==> config.mk <==
export PLATFORM = sky130hd
export DESIGN_NAME = data_pair_map_b1
export DESIGN_NICKNAME = d
export VERILOG_FILES = /design/src/rtl/data_pair_map_b1.sv
export SDC_FILE = /design/constraint.sdc
export NUM_CORES = 1
export LEC_CHECK = 0
export ABC_AREA = 1
export CAP_MARGIN = 15
export CORE_MARGIN = 5
export CORE_UTILIZATION = 35
export DETAILED_ROUTE_END_ITERATION = 8
export DONT_BUFFER_PORTS = 1
export GPL_ROUTABILITY_DRIVEN = 0
export PLACE_DENSITY = 0.6
export SYNTH_ARGS = -nofsm -noshare
export SYNTH_HDL_FRONTEND = slang
export SYNTH_SLANG_ARGS = --single-unit
==> constraint.sdc <==
create_clock -name clock -period 5.7 [get_ports clock]
set_input_delay 0.855 -clock clock [delete_from_list [all_inputs] [get_ports clock]]
set_output_delay 0.855 -clock clock [all_outputs]
set_load 0.05 [all_outputs]
==> src/rtl/data_pair_map_b1.sv <==
// Key->value table with occupancy tracking; writes/deletes land on the next edge, lookups return after 1 cycle under out_valid/out_ready backpressure.
// Build with DATA_PAIR_MAP_B1_EVICT_EN to replace a round-robin victim on a full-table insert instead of stalling wr_ready.
module data_pair_map_b1 #(
  parameter int KEY_W = 8,
  parameter int VAL_W = 8,
  parameter int DEPTH = 8
) (
  input  logic                     clock,
  input  logic                     rst,
  input  logic                     wr_valid,
  output logic                     wr_ready,
  input  logic [KEY_W-1:0]         wr_key,
  input  logic [VAL_W-1:0]         wr_val,
  input  logic                     rd_valid,
  output logic                     rd_ready,
  input  logic [KEY_W-1:0]         rd_key,
  input  logic                     kdel_valid,
  output logic                     kdel_ready,
  input  logic [KEY_W-1:0]         kdel_key,
  input  logic                     vdel_valid,
  output logic                     vdel_ready,
  input  logic [VAL_W-1:0]         vdel_val,
  output logic                     out_valid,
  input  logic                     out_ready,
  output logic [VAL_W-1:0]         out_val,
  output logic                     out_hit,
  output logic [KEY_W-1:0]         out_key,
  output logic [$clog2(DEPTH):0]   occupancy,
  output logic                     full
);

  localparam int IDX_W = $clog2(DEPTH);
  localparam int CNT_W = IDX_W + 1;

  typedef struct packed {
    logic             vld;
    logic [KEY_W-1:0] key;
    logic [VAL_W-1:0] val;
  } entry_t;

  entry_t tbl [DEPTH];

  logic [DEPTH-1:0] wr_match;
  logic [DEPTH-1:0] rd_match;
  logic [DEPTH-1:0] kdel_match;
  logic [DEPTH-1:0] vdel_match;
  logic [DEPTH-1:0] clr_mask;
  logic             wr_hit;
  logic             rd_hit;
  logic [IDX_W-1:0] wr_idx;
  logic [IDX_W-1:0] free_idx;
  logic [IDX_W-1:0] wr_tgt;
  logic [VAL_W-1:0] rd_val_sel;
  logic [CNT_W-1:0] clr_cnt;
  logic [CNT_W-1:0] occ_next;
  logic             wr_fire;
  logic             rd_fire;
  logic             kdel_fire;
  logic             vdel_fire;
  logic             wr_new;

  always_comb begin
    wr_match   = '0;
    rd_match   = '0;
    kdel_match = '0;
    vdel_match = '0;
    for (int i = 0; i < DEPTH; i++) begin
      wr_match[i]   = tbl[i].vld && (tbl[i].key == wr_key);
      rd_match[i]   = tbl[i].vld && (tbl[i].key == rd_key);
      kdel_match[i] = tbl[i].vld && (tbl[i].key == kdel_key);
      vdel_match[i] = tbl[i].vld && (tbl[i].val == vdel_val);
    end
  end

  assign wr_hit = |wr_match;
  assign rd_hit = |rd_match;

  // Keys are unique among valid entries, so at most one match bit is set.
  always_comb begin
    wr_idx     = '0;
    rd_val_sel = '0;
    free_idx   = '0;
    for (int i = 0; i < DEPTH; i++) begin
      if (wr_match[i]) wr_idx = IDX_W'(i);
      if (rd_match[i]) rd_val_sel = tbl[i].val;
    end
    for (int i = DEPTH - 1; i >= 0; i--) begin
      if (!tbl[i].vld) free_idx = IDX_W'(i);
    end
  end

`ifdef DATA_PAIR_MAP_B1_EVICT_EN
  logic [IDX_W-1:0] victim;

  assign wr_ready = 1'b1;
  assign wr_tgt   = full ? victim : free_idx;

  // Wraps DEPTH-1 -> 0 naturally because DEPTH is a power of two.
  always_ff @(posedge clock or posedge rst) begin
    if (rst) begin
      victim <= '0;
    end else if (wr_new && full) begin
      victim <= victim + 1'b1;
    end
  end
`else
  assign wr_ready = !full || wr_hit;
  assign wr_tgt   = free_idx;
`endif

  assign kdel_ready = !wr_valid;
  assign vdel_ready = !wr_valid;
  assign rd_ready   = !out_valid || out_ready;

  assign wr_fire   = wr_valid && wr_ready;
  assign rd_fire   = rd_valid && rd_ready;
  assign kdel_fire = kdel_valid && kdel_ready;
  assign vdel_fire = vdel_valid && vdel_ready;
  assign wr_new    = wr_fire && !wr_hit;

  assign clr_mask = (kdel_fire ? kdel_match : '0) | (vdel_fire ? vdel_match : '0);

  always_comb begin
    clr_cnt = '0;
    for (int i = 0; i < DEPTH; i++) begin
      clr_cnt = clr_cnt + CNT_W'(clr_mask[i]);
    end
  end

  // Writes and deletes are mutually exclusive (deletes stall on wr_valid).
  always_comb begin
    occ_next = occupancy - clr_cnt;
    if (wr_new && !full) occ_next = occupancy + 1'b1;
  end

  always_ff @(posedge clock or posedge rst) begin
    if (rst) begin
      for (int i = 0; i < DEPTH; i++) begin
        tbl[i] <= '0;
      end
    end else begin
      for (int i = 0; i < DEPTH; i++) begin
        if (clr_mask[i]) tbl[i].vld <= 1'b0;
      end
      if (wr_fire) begin
        if (wr_hit) begin
          tbl[wr_idx].val <= wr_val;
        end else begin
          tbl[wr_tgt].vld <= 1'b1;
          tbl[wr_tgt].key <= wr_key;
          tbl[wr_tgt].val <= wr_val;
        end
      end
    end
  end

  always_ff @(posedge clock or posedge rst) begin
    if (rst) begin
      occupancy <= '0;
      full      <= 1'b0;
    end else begin
      occupancy <= occ_next;
      full      <= (occ_next == CNT_W'(DEPTH));
    end
  end

  // Lookup sees the table as it stood before this edge's write/delete.
  always_ff @(posedge clock or posedge rst) begin
    if (rst) begin
      out_valid <= 1'b0;
      out_hit   <= 1'b0;
      out_val   <= '0;
      out_key   <= '0;
    end else if (rd_fire) begin
      out_valid <= 1'b1;
      out_hit   <= rd_hit;
      out_val   <= rd_hit ? rd_val_sel : '0;
      out_key   <= rd_key;
    end else if (out_ready) begin
      out_valid <= 1'b0;
    end
  end

endmodule

Word level (Yosys, flattened, before mapping):

Cells that the tools add are included.

* register bits after elaboration: 159
* input bits: 47
* output and inout port bits: 27
* logic and storage cells: 179

* $add $sub $neg: 9
* magnitude comparators: 4
* eq/ne operators: 33
* mux-type cells: 51
* bitwise logic cells: 3
* reductions and logical operators: 49

Operator list (number)
* $bwmux 136: 4
* $mux 136: 2
* $eq 8x8->1: 32
* $demux 17 s3: 4
* $mux 8: 13
* $mux 3: 14
* $logic_and 1x1->1: 40
* $mux 17: 1
* $add 4x1->4: 4
* $mux 16: 1
* $reduce_or 8->1: 2
* $mux 1: 11
* $ge 4x4->1 const B: 2
* $lt 4x1->1 const B: 2
* $not 3->4: 2
* $or 8x8->8: 1
* $add 3x1->4: 1
* $add 4x1->4 const B: 1
* $eq 4x4->1 const B: 1
* $logic_not 1->1: 4
* $mux 4: 1
* $sub 4x4->4: 1
* $add 2x1->3: 1
* $add 1x1->2: 1
* other kinds (2): 3

Logic depth before layout (Yosys ltp):

* depth after elaboration: 18
* mapped depth: 24
* depth with buffers taken out: 23

Worst setup path after synthesis:

OpenSTA, ideal clock, no wires.

* path kind: in2reg
* from: in wr_valid
* to: reg full
* setup time: 0.071 ns
* arrival time: 5.120 ns
* required time: 5.629 ns
* path slack: 0.508 ns
* stages: 23
* path buffers: 1
* path through: buf_2 inv_1 nand2_1 a21oi_1 o2111ai_1 nor4_1 nand4_1 o21ai_0 nand2_1 fa_1 fa_1 fa_1 inv_1 fa_1 inv_1 ha_1 nand3_1 nand2_1 xor2_1 nand2_1 o21ai_0 nand2_1 nor2_1

* longest elaborated chain between the ends: 14
* elaborated cells on any way between the ends: 19
* those cells by class: add/sub: 8; eq/ne: 1; mux: 3; bitwise: 1; reduce/logical: 6

Ends and longest elaborated chain
* start, declared: RTL line 10 `input logic wr_valid,`
* $logic_not 1->1 *: RTL line 111 `assign kdel_ready = !wr_valid;`
* net kdel_ready: RTL line 18 `output logic kdel_ready,`
* $logic_and 1x1->1 (on tied branches): RTL line 117, 118
* $mux 8: RTL line 121 `assign clr_mask = (kdel_fire ? kdel_match : '0) | (vdel_fire ? vdel_match : '0);`
* $or 8x8->8 *: RTL line 121
* $add 1x1->2: RTL line 126 `clr_cnt = clr_cnt + CNT_W'(clr_mask[i]);`
* $add 2x1->3: RTL line 126
* $add 3x1->4: RTL line 126
* $add 4x1->4 (3 in series): RTL line 126
* $add 4x1->4 *: RTL line 126
* $sub 4x4->4 *: RTL line 132 `occ_next = occupancy - clr_cnt;`
* $mux 4 *: RTL line 133 `if (wr_new && !full) occ_next = occupancy + 1'b1;`
* net occ_next[3]: RTL line 55 `logic [CNT_W-1:0] occ_next;`
* $eq 4x4->1 *: RTL line 163 `full <= (occ_next == CNT_W'(DEPTH));`
* end signal, assigned: RTL line 163
* end, declared: RTL line 29 `output logic full`

Mark *: on every way through the listed nets, which the timed path passes. The rest lies on a longest branch.
A chain may end at the register's enable or synchronous reset.

Worst setup path in the final report:

* from: in wr_valid
* to: reg full

* longest elaborated chain between the ends: 14
* elaborated cells on any way between the ends: 19
* those cells by class: add/sub: 8; eq/ne: 1; mux: 3; bitwise: 1; reduce/logical: 6

Ends and longest elaborated chain (RTL line)
* $logic_not 1->1: 111, 112
* $logic_and 1x1->1 (on tied branches): 117, 118
* $mux 8: 121
* $or 8x8->8: 121
* $add 1x1->2: 126
* $add 2x1->3: 126
* $add 3x1->4: 126
* $add 4x1->4 (4 in series): 126
* $sub 4x4->4: 132
* $mux 4 *: 133
* net occ_next[3]: 55
* $eq 4x4->1 *: 163

Marked as above.

==> flow_summary.yaml <==
floorplanning:
  die_width_um: 195
  die_area_um2: 38100
  pin_count: 74
  die_h_um: 195
  core_area_um2: 33700
  initial_core_util: 0.356
  rows: 67
status:
  status: "finished clean"
detailed_routing:
  ant_nets: 0
  num_vias: 12100
  drcViolationCount: 0
  wl_per_cell_um: 20.7
  drtIter0Drc: 1913
  avgViaCountPerCell: 5.58
  totalWireLength_um: 45000
  drtPass1Iterations: 6
sta:
  timing.hold.ws_ns: 0.278
  fin_crit_sh: 0.877
  final_hold_viol_count: 0
  rsz0062_at_grt: "no"
  max-slew-margin-rel: 0.416
  worstMarginPinSlew_ns: 0.870
  fin_tns_setup_ns: 0
  fin_skew_ns: 0.0161
  slew_violations: 0
  period_needed_ns: 5.00
  final-setup-viol-count: 0
  max_freq_mhz: 200
synth:
  seq_area_frac_synth: 0.332
  avgSynthCellArea_um2: 6.79
  synth-edff-count: 0
  yosysWarnings: 0
  synth-async-reset-ratio: 1.00
  syn_area_um2: 12000
  synth.area.top_cells: "dfrtp_1 33%, nand2_1 19%, inv_1 5.4%, nand3_1 5.1%, nor2_1 4.0%"
  syn_inst: 1768
  syn_nets: 1828
  synthFlopType: "dfrtp_1"
  synth-seq-cells: 159
  netlist-cell-type-count: 51
  synth_most_common_cell: "nand2_1"
  synth_common_cells: "592 x nand2_1, 173 x inv_1, 159 x dfrtp_1"
  yosysTopAreaCellShare: 0.332
  synth_top_area_cell: "dfrtp_1"
setup_path:
  crit_chain: "inv_1 -> nand2_1 -> a21oi_1 -> o2111ai_1 -> nor4_1 -> nand4_1 -> o21ai_0 -> nand2_1 -> fa_1 -> fa_1 -> fa_1 -> inv_1 -> fa_1 -> inv_1 -> ha_1 -> nand3_1 -> nand2_1 -> xor2_1 -> nand2_1 -> o21ai_0 -> nand2_1 -> nor2_1"
  cp_max_fo: 8
  critical_path.top_delay_family: "adder cells"
  end_kind: "register"
  crit_required_ns: 6.08
  critPathLaunchType: "primary input"
  cpMaxStageDelayCell: "fa_1"
  cpMostUsedCell: "nand2_1"
  cpPeakStageDelay_ns: 0.55
  worst_ep_arrival_time_ns: 5.38
  critPathBufInv: 3
  critPathKind: "in2reg"
clock_tree:
  cts_hold_buf: 0
  cts-root-buf: "clkbuf_16"
  cts_setup_buffers: 0
  clk_pin_slew_ns: 0.08
  insertion_delay_ns: 0.46
  ctsResizeCount: 0
  clockBufferDepth: 2
  clock_sinks: 159
  cts_tree: "built"
  numCtsBuffers: 17
  h-tree-depth: 4
grt:
  grt_pass1_vias: 11400
  overflow: 0
  grt_use_total: 0.232
  grt_max_degree: 113
  grt_pass1_wl_um: 68900
  antenna_found_initial: 2
layout:
  area_growth_pct: 6.02
  n_antenna_cell: 0
  multiInputGateArea_um2: 6780
  area.sequential_um2: 3980
  drive_above_1_share: 0.0694
  fin_nets: 1777
  fill_cells: 3554
hold_path:
  hold_path_class: "in2async"
pwr:
  ir_worst_vdd_v: 0.000244
  powerDensity_nw_per_um2: 512
  leakagePower_uw: 0.00636
job:
  maxCapViolCount: 0
place:
  dp_hpwl_um: 32800
  port_buffers: 0
==> layout make-up <==
class                      count  area share
tap                          448      0.0441
inverter                     197      0.0601
clock inverter                10     0.00797
timing repair buffer           4     0.00393
multi-input combinational   1338       0.533
sequential                   159       0.313
clock buffer                  22      0.0381
==> layout by cell type (no fill, tap or decap), drive strengths merged <==
master    synthesis  layout
a21oi            48      48
clkinvlp          0       3
or2               9       9
a31oi             1       1
xor2             47      47
nor2            136     136
a2111oi           7       7
and3              2       2
o2111ai          11      11
inv             191     193
and2              2       2
buf              45       4
dfrtp           159     159
o21a              1       1
nand2b            1       1
o22a              1       1
clkinv            6      10
bufinv            0       1
a211oi            5       5
xnor2            31      31
nand4            34      34
o22ai            44      44
clkbuf           29      22
nor4             11      11
nand2           612     612
fa                8       8
o211ai            4       4
a221oi            3       3
o21ai           145     145
nor3b             1       1
nor3             21      21
nand3           131     131
nand3b           16      16
o221ai            1       1
ha                5       5
==> worst paths after layout <==
check                                from                    endpoint  slack, ns  cells past startpoint
worst max register to register   register                        full       1.02                     20
max in group asynchronous             rst  asynchronous set/reset pin       4.04                      3
worst max-delay path             wr_valid                        full       0.70                     22
min in group clock              wr_val[4]                    register       0.52                      2
worst min register to register    tbl[84]                     tbl[84]       0.52                      2
worst min-delay path                  rst                  out_key[2]       0.28                      1
==> report_power, final <==
part           internal, µW  switching (µW)  leakage (µW)
logic                  1050            1950       0.00405
registers              1560             776       0.00202
clock network           652             528      0.000279
total                  3260            3250       0.00636
==> routing by layer <==
layer	share of wire	global-route usage	vias to the layer above
met5	0.00060	0	-
met1	0.41	0.319	5605
met4	0.053	0.112	4
li1	-	-	5622
met2	0.42	0.340	752
met3	0.12	0.0574	166
==> worst register-to-register path, delay by kind of cell (launching register included) <==
kind | cells | cell delay [ns]
adders and majority gates | 5 | 2.25
xor gates and xnor gates | 2 | 0.35
DFF | 1 | 0.41
AOI/OAI and AO/OA | 3 | 0.42
and+or+nand+nor | 8 | 1.09
buffers and inverters | 2 | 0.10
==> cell families after synthesis <==
| group | after synthesis | synth area share |
|---|---|---|
| and+or+nand+nor | 976 | 0.357 |
| buffers and inverters | 271 | 0.103 |
| AOI/OAI and AO/OA | 271 | 0.132 |
| xor gates and xnor gates | 78 | 0.0569 |
| DFF | 159 | 0.332 |
| adders and majority gates | 13 | 0.0186 |
==> through the flow <==
stage | area [µm²] | total power, µW | utilization | setup slack, ns | std cells
2_1_floorplan | 12000 | 4540 | - | 0.508 | 1768
3_3_place_gp | 12100 | 5210 | 0.359 | 0.516 | 2145
3_5_place_dp | 12100 | 5250 | 0.359 | 0.441 | 2145
4_1_cts | 12700 | 6450 | 0.377 | 0.819 | 2177
5_1_grt | 12700 | 7010 | 0.378 | 0.451 | 2178
6_report | 12700 | 6510 | 0.378 | 0.699 | 2178
(Power assumes the default switching activity.)
==> patch (same settings) <==
Change the parameter `VAL_W` from 8 to 10.
--- a/src/rtl/data_pair_map_b1.sv
+++ b/src/rtl/data_pair_map_b1.sv
@@ -2,7 +2,7 @@
 // Build with DATA_PAIR_MAP_B1_EVICT_EN to replace a round-robin victim on a full-table insert instead of stalling wr_ready.
 module data_pair_map_b1 #(
   parameter int KEY_W = 8,
-  parameter int VAL_W = 8,
+  parameter int VAL_W = 10,
   parameter int DEPTH = 8
 ) (
   input  logic                     clock,
Ports: changed (resized out_val, vdel_val and wr_val); port bits go from 74 to 80. The function was not compared with the original's and may differ.
==> patch against the unedited design <==
Synthesized area is 8.9% higher. Count of clock-buffer cells in the layout is 4 lower. Global-route usage is 0.88 points higher. Worst setup slack worse by 0.0086 ns. Routed wire length is 12% higher. Utilization is 0.23 points lower. Total power is 11% higher. Die area is 8.4% higher. Critical endpoint unchanged. Sequential share of layout area is 0.90 points higher. Sequential cell count is 18 higher. Cell area is 8.2% higher.
==> patch: results (changes against the unedited design) <==
INFO  final_layout   finalNetCount=1,928 [was 1,777]
INFO  timing         final.hold.worst_slack=0.423ns [was 0.278 ns]
INFO  placement      dp_hpwl=36.3mm [was 32.8 mm]
INFO  drt            routed-wl-met3=5.78mm [was 5.37 mm]
INFO  drt            m1WireLength=20.9mm [was 18.5 mm]
INFO  yosys          synth_area_leaders=sky130_fd_sc_hd__dfrtp_1, sky130_fd_sc_hd__nand2_1, sky130_fd_sc_hd__inv_1, sky130_fd_sc_hd__nand3_1, sky130_fd_sc_hd__nor2_1 [unchanged]
INFO  drt            drt-initial-drc-count=1,742 [was 1,913]
INFO  drt            highest_routed_layer=met4 [was met5]
INFO  grt            number_of_global_route_vias_before_repair=12,500 [was 11,400]
INFO  timing         fin_worst_skew=0.0127ns [was 0.0161 ns]
INFO  drt            detail_route.wirelength=50.5mm [was 45.0 mm]
INFO  grt            grt_max_degree=118 [was 113]
INFO  power_and_ir_drop peakVddDrop=0.210mV [was 0.244 mV]
INFO  final_layout   proportion_of_layout_cells_with_a_drive_suffix_above_1=5.18% [was 6.94%]
INFO  yosys          synth_xor_xnor_area_share=5.63% [was 5.69%]
INFO  grt            use_met2=35.7% [was 34.0%]
INFO  final_layout   nFillCells=3,827 [was 3,554]
INFO  placement      pre_cts_slack=0.289ns [was 0.441 ns]
INFO  drt            drt_first_pass_iters=7 [was 6]
INFO  critical_path  critPathKind=input pin to register [unchanged]
INFO  drt            via_per_inst=5.66 [was 5.58]
INFO  drt            wl_met2=21.1mm [was 18.8 mm]
INFO  power_and_ir_drop switchingPower=0.00358W [was 0.00325 W]
INFO  critical_path  critical_path_arrival=5.40ns [was 5.38 ns]
INFO  critical_path  regToRegSetupSlack=0.88ns [was 1.02 ns]
INFO  timing         max-slew-margin-rel=24.7% [was 41.6%]
INFO  placement      placedInstanceArea=13,200squm [was 12,100 sq um]
INFO  timing         setup_ws_final=0.691ns [was 0.699 ns]
INFO  grt            grt_first_pass_wirelength=76.4mm [was 68.9 mm]
INFO  yosys          synth_adder_area_share=2.09% [was 1.86%]
INFO  yosys          synth_compound_area_share=12.6% [was 13.2%]
INFO  yosys          mappedNetlistNets=1,992 [was 1,828]
INFO  status         run_status=completed [unchanged]
INFO  grt            grt_util_all_layers=24.0% [was 23.2%]
INFO  clocking       level_count_of_the_clock_h_tree=4 [unchanged]
INFO  grt            antenna_found_initial=0 [was 2]
INFO  grt            globalRouteMet1Util=32.8% [was 31.9%]
INFO  yosys          synthTopCellsByCount=sky130_fd_sc_hd__nand2_1, sky130_fd_sc_hd__inv_1, sky130_fd_sc_hd__dfrtp_1 [unchanged]
INFO  power_and_ir_drop p_leak=6.93nW [was 6.36 nW]
INFO  critical_path  worst_r2r_path_depth=22 [was 20]
INFO  grt            grt_util_met3=6.11% [was 5.74%]
INFO  critical_path  critical_path.max_fanout=12 [was 8]
INFO  critical_path  critical_path.max_stage_delay=0.47ns [was 0.55 ns]
INFO  yosys          synth-seq-area-share=33.9% [was 33.2%]
INFO  placement      place.port_buffers=0 [unchanged]
-- patch: how the worst min path moves through the flow --
stage	depth (start not counted)	to
floorplan	2	register
global placement	2	register
detailed placement	2	register
CTS	1	occupancy[3]
global route	1	occupancy[3]
finish	1	occupancy[3]
-- patch: final cells by class --
cell class | count | area, sq um | share of cell area, %
repair buffers | 7 | 52.6 | 0.382
multi-input cells | 1455 | 7330 | 53.2
flip-flops and latches | 177 | 4430 | 32.2
inverters | 202 | 781 | 5.67
clock inverters | 14 | 166 | 1.21
well taps | 468 | 586 | 4.25
clock buffers | 18 | 429 | 3.12
-- patch: cell families (layout without fill, tap and decap cells) --
| kind of cell | Yosys count | count (layout) |
|---|---|---|
| AND/OR/NAND/NOR | 1075 | 1075 |
| buffers and inverters | 292 | 241 |
| AO/OA/AOI/OAI | 279 | 279 |
| flip-flops | 177 | 177 |
| XOR/XNOR | 84 | 84 |
| adder cells (fa/ha/maj) | 17 | 17 |
-- patch: critical path: cells and delay by family --
kind	cells	cell delay (ns)
compound gates	4	1.05
simple gates	8	1.20
buf+inv	3	0.25
fa+ha+maj	4	1.44
xor+xnor	3	0.58
-- patch: power groups by stage --
stage          logic [W]  clock network (W)  registers (W)
3_3_place_gp     0.00321                  0        0.00260
4_1_cts          0.00329            0.00126        0.00259
3_5_place_dp     0.00328                  0        0.00260
5_1_grt          0.00379            0.00132        0.00268
2_1_floorplan    0.00278                  0        0.00232
6_report         0.00333            0.00125        0.00263
-- patch: per-stage QoR --
stage,power [W],std cells
finish,0.00721,2341
global route,0.00778,2341
CTS,0.00715,2341
detailed placement,0.00588,2309
global placement,0.00581,2309
floorplan,0.00510,1924
